===== config.mk =====
export PLATFORM = sky130hd
export DESIGN_NAME = sap1_microsequencer
export DESIGN_NICKNAME = d
export VERILOG_FILES = /design/src/rtl/sap1_microsequencer.sv
export SDC_FILE = /design/constraint.sdc
export NUM_CORES = 1
export LEC_CHECK = 0
export ABC_AREA = 1
export ABC_CLOCK_PERIOD_IN_PS = 2700
export CAP_MARGIN = 20
export CORE_UTILIZATION = 45
export DETAILED_ROUTE_END_ITERATION = 10
export MAX_ROUTING_LAYER = met4
export PLACE_DENSITY = 0.84
export RECOVER_POWER = 100
export SYNTH_ARGS = -nofsm -noshare
export SYNTH_HDL_FRONTEND = slang
export SYNTH_SLANG_ARGS = --single-unit

===== constraint.sdc =====
create_clock -name CLK -period 2.7 [get_ports CLK]
set_input_delay 0.675 -clock CLK [delete_from_list [all_inputs] [get_ports CLK]]
set_output_delay 0.675 -clock CLK [all_outputs]
set_load 0.02 [all_outputs]

===== src/rtl/sap1_microsequencer.sv =====
// SAP-1 control sequencer: one-hot T1..T6 ring counter, opcode decode into
// the 12-bit control word, run/single-step gating, HLT latch, bus-source
// select for the top-level bus mux and a retired-instruction counter.
module sap1_microsequencer #(
  parameter logic [3:0] OP_LDA = 4'b0000,
  parameter logic [3:0] OP_ADD = 4'b0001,
  parameter logic [3:0] OP_SUB = 4'b0010,
  parameter logic [3:0] OP_OUT = 4'b1110,
  parameter logic [3:0] OP_HLT = 4'b1111,
  parameter int         CNT_W  = 8
) (
  input  logic             CLK,
  input  logic             CLR,
  input  logic [3:0]       opcode,
  input  logic             run,
  input  logic             step,
  output logic [11:0]      con_word,
  output logic [5:0]       bus_sel,
  output logic [5:0]       t_state,
  output logic             halted,
  output logic             instr_done,
  output logic [CNT_W-1:0] instr_count
);

  // Control word bit order: {Cp, Ep, Lm, CE, Li, Ei, La, Ea, Su, Eu, Lb, Lo}.
  // CE (bit 8) and Ei (bit 6) are active-low, so idle keeps both high.
  localparam logic [11:0] CW_IDLE   = 12'h140;
  localparam logic [11:0] CW_T1     = 12'h740;  // Ep, Lm
  localparam logic [11:0] CW_T2     = 12'h940;  // Cp
  localparam logic [11:0] CW_T3     = 12'h0C0;  // CE, Li
  localparam logic [11:0] CW_IR_MAR = 12'h300;  // Ei, Lm
  localparam logic [11:0] CW_RAM_A  = 12'h060;  // CE, La
  localparam logic [11:0] CW_RAM_B  = 12'h042;  // CE, Lb
  localparam logic [11:0] CW_ADD    = 12'h164;  // Eu, La
  localparam logic [11:0] CW_SUB    = 12'h16C;  // Su, Eu, La
  localparam logic [11:0] CW_OUT    = 12'h151;  // Ea, Lo

  typedef enum logic [5:0] {
    T1 = 6'b000001,
    T2 = 6'b000010,
    T3 = 6'b000100,
    T4 = 6'b001000,
    T5 = 6'b010000,
    T6 = 6'b100000
  } ring_t;

  ring_t ring;
  logic  adv;
  logic  hlt_end;
  logic  is_alu_op;

  assign adv        = ~halted & (run | step);
  assign hlt_end    = (ring == T4) && (opcode == OP_HLT);
  assign is_alu_op  = (opcode == OP_ADD) || (opcode == OP_SUB);
  assign instr_done = adv & ((ring == T6) | hlt_end);
  assign t_state    = ring;

  // Ring advance, HLT latch and retired-instruction count; all frozen while stalled.
  always_ff @(posedge CLK or negedge CLR) begin
    if (!CLR) begin
      ring        <= T1;
      halted      <= 1'b0;
      instr_count <= '0;
    end else if (adv) begin
      if (instr_done) instr_count <= instr_count + CNT_W'(1);
      if (hlt_end) begin
        halted <= 1'b1;
      end else begin
        case (ring)
          T1:      ring <= T2;
          T2:      ring <= T3;
          T3:      ring <= T4;
          T4:      ring <= T5;
          T5:      ring <= T6;
          T6:      ring <= T1;
          default: ring <= T1;
        endcase
      end
    end
  end

  // Control word decode; forced idle when not advancing so nothing loads or counts.
  always_comb begin
    con_word = CW_IDLE;
    if (adv) begin
      case (ring)
        T1: con_word = CW_T1;
        T2: con_word = CW_T2;
        T3: con_word = CW_T3;
        T4: begin
          if ((opcode == OP_LDA) || is_alu_op) con_word = CW_IR_MAR;
          else if (opcode == OP_OUT)           con_word = CW_OUT;
        end
        T5: begin
          if (opcode == OP_LDA) con_word = CW_RAM_A;
          else if (is_alu_op)   con_word = CW_RAM_B;
        end
        T6: begin
          if (opcode == OP_ADD)      con_word = CW_ADD;
          else if (opcode == OP_SUB) con_word = CW_SUB;
        end
        default: con_word = CW_IDLE;
      endcase
    end
  end

  // Bus driver select {PC, RAM, ACC, ALU, IR, none}, priority IR > ALU > ACC > RAM > PC.
  always_comb begin
    bus_sel = 6'b000001;
    if (!con_word[6])      bus_sel = 6'b000010;
    else if (con_word[2])  bus_sel = 6'b000100;
    else if (con_word[4])  bus_sel = 6'b001000;
    else if (!con_word[8]) bus_sel = 6'b010000;
    else if (con_word[10]) bus_sel = 6'b100000;
  end

endmodule


==> summary.txt, run 1 <==
First-pass GRT wire length - 4650 µm
Commonest cells in the netlist - nand2_1 (41), inv_1 (26), nor2_1 (22)
Most used cell, CP - nor2_1
Power Dens Cells - 245 nW/µm²
Clock buffer depth - 2
Most area-hungry cell type in the Yosys netlist - dfrtp_1
Yosys warns - 0
Synth-to-layout area growth - 53.2%
HPWL Detailed - 2090 µm
WL/cell - 12.1 µm
Fill count - 163
GRT met1 Usage - 28.4%
Placer Congestion - 0.948
Worst setup path class - input port to primary output
Setup slack after layout - -0.0399 ns
Remaining DRCs - 0
TNS Setup - -0.0577 ns
Area share of the largest cell type after synthesis - 34.9%
IO Count - 42
Seq/Total Area, Yosys - 37.5%
Hold Buf Count CTS - 0
Top cells by area, synth - dfrtp_1 (35%), nand2_1 (15%), inv_1 (9.7%)
Hold Vio Cnt, Final - 0
Setup Viol. Count Final - 2
Crit-path slowest cell - clkdlybuf4s50_1
Pins Over Slew Limit - 0
Final instance area - 1540 µm²
Multi-input logic area - 541 µm²
Pwr Total - 376 µW
Rel. slew slack - 56.8%
Met2 Use GR - 45.4%
Ys flop type - dfrtp_1
GRT busiest layer - met2
WP data arrival - 2.06 ns
Die ar. - 2420 µm²
Worst Max-Slew Pin Slew - 0.646 ns
Ant diodes - 0
Final Skew - 0.000687 ns
Die height - 49.2 µm
Peak Freq - 0.365 GHz
Initial Utilization - 49.6%
Outcome - finished, violations left
Vias in the first global route - 1,099
Minimum clock period - 2.74 ns
Initial DRC Count - 47
Crit-path cells - clkdlybuf4s50_1, inv_1, nand2_1, nand3_1, nor2_1, nand2_2, nand3b_1, nor2_1, buf_4
Reg clk slew, reported paths - 0.08 ns
Crit end category - primary output
Nets - 215
Failing checks - negative setup slack
CTS tree - done
Grt ovf - 0
H-tree Lvls - 1
CTS Buf Count - 3
Max Cap Viol - 0
Post-synthesis cell area - 1000 µm²
Clk_lat worst skew - 0.28 ns
Die W - 49.2 µm
# port buffers - 41
Share of cells above drive strength 1 - 22.4%
Sequential cell area - 377 µm²
#FFs+latches synth - 15
Fin crit share - 101%
Post-synth ARST share - 100%
CP required - 2.03 ns
RSZ-0062 raised after global routing - yes
Synth cell types - 22
Largest net degree at the start of global routing - 16
Drt via density - 5.02
Antenna violations before repair - 0
Top-count cell post-synth - nand2_1
Clock Sinks - 15
CTS root buf - clkbuf_4
EDFF count, synth - 0
Crit-path max FO - 4
Via Count - 1,164
Slowest stage delay, CP - 0.54 ns
Syn Nets - 157
Synth Instances - 148
GRT met3 Usage - 2.80%
Syn Area/Cell - 6.78 µm²
1st-pass router iterations - 4
Placed Area - 1530 µm²
WL final - 2800 µm
Core area - 2020 µm²
Lkg Pwr - 0.887 nW
VDD IR max - 0.325 mV
GRT Total Usage - 25.4%
Hold/Removal Path Class - flip-flop to flip-flop
Post-route ant nets - 0
Startpoint Class - input port
FP Rows - 16
[logic make-up after synthesis]
| family | Yosys count | share of synthesized area [%] |
|---|---|---|
| AND/OR/NAND/NOR | 82 | 34.7 |
| flip-flops | 15 | 37.5 |
| XOR/XNOR | 6 | 5.99 |
| AO/OA/AOI/OAI | 16 | 8.98 |
| buffers and inverters | 28 | 11.6 |
| adder cells (fa/ha/maj) | 1 | 1.25 |
[state kept, by name, indices dropped and copies added, names as in the netlist]
name	cells
halted	1
instr_count	8
t_state	6
[final cells by class]
cell class / instances / area share (%)
clock buffer: 4 / 1.71
inverter: 26 / 6.35
multi-input combinational: 105 / 35.2
sequential: 15 / 24.5
tap: 27 / 2.20
timing repair buffer: 55 / 30.1
[layer usage]
layer  wire, µm  vias to the layer above  part of all wire, %
met5          0                        -                    0
met4         83                        0                  3.0
met3        189                       13                  6.8
met2       1380                       63                   49
met1       1140                      524                   41
li1           -                      564                    -
[report_power, final]
part           switching, mW  leakage (nW)  internal (mW)  total [mW]
logic                 0.0145         0.692         0.0122      0.0267
registers                  0         0.180          0.224       0.224
clock network         0.0679        0.0150         0.0574       0.125
total                 0.0824         0.887          0.294       0.376
[final timing paths]
check,from,to,slack (ns),depth (start not counted)
max in group asynchronous,CLR,t_state[2],1.43,1
hold / removal,halted,halted,0.50,2
setup reg to reg,t_state[0],instr_count[3],0.87,10
hold reg to reg,halted,halted,0.50,2
min in group asynchronous,CLR,instr_count[0],0.85,1
setup / recovery,opcode[0],bus_sel[0],-0.04,9
[cell usage in the layout, fill, tap and decap left out, drive strengths merged, types with 3 or more instances in the layout]
cell type,count
nand2,45
dlygate4sd3,15
nand3,9
clkbuf,11
clkdlybuf4s50,4
nor2,24
clkdlybuf4s15,3
o21ai,14
buf,17
dfrtp,14
inv,26
dlygate4sd2,5
dlymetal6s2s,3
xnor2,6
[stage by stage]
step	hold slack [ns]	util [%]	cells	setup slack, ns
after floorplan	0.379	-	148	0.321
after global placement	0.486	75.5	227	-0.387
after detailed placement	0.487	75.5	227	-0.409
after CTS	0.508	76.6	231	-0.0831
after global routing	0.569	76.1	232	-0.170
final	0.496	76.1	232	-0.0399
[repair_timing]
item,4_1_cts,5_1_grt
gates resized for setup,43,24
endpoints found under the setup margin,19,16
buffers inserted,0,1
pin swaps,1,2
[critical path, delay by kind of cell]
family | cells | cell delay (ns)
simple gates | 6 | 0.61
buf+inv | 3 | 0.79
Note: power is estimated with default switching activity, not from simulation.
==> inputs of run 2 (changes only) <==
--- a/config.mk
+++ b/config.mk
@@ -6,7 +6,6 @@
 export NUM_CORES = 1
 export LEC_CHECK = 0
 export ABC_AREA = 1
-export ABC_CLOCK_PERIOD_IN_PS = 2700
 export CAP_MARGIN = 20
 export CORE_UTILIZATION = 45
 export DETAILED_ROUTE_END_ITERATION = 10
==> results of run 2 <==
No change in the layout: final DEF, timing and power equal those of run 1.
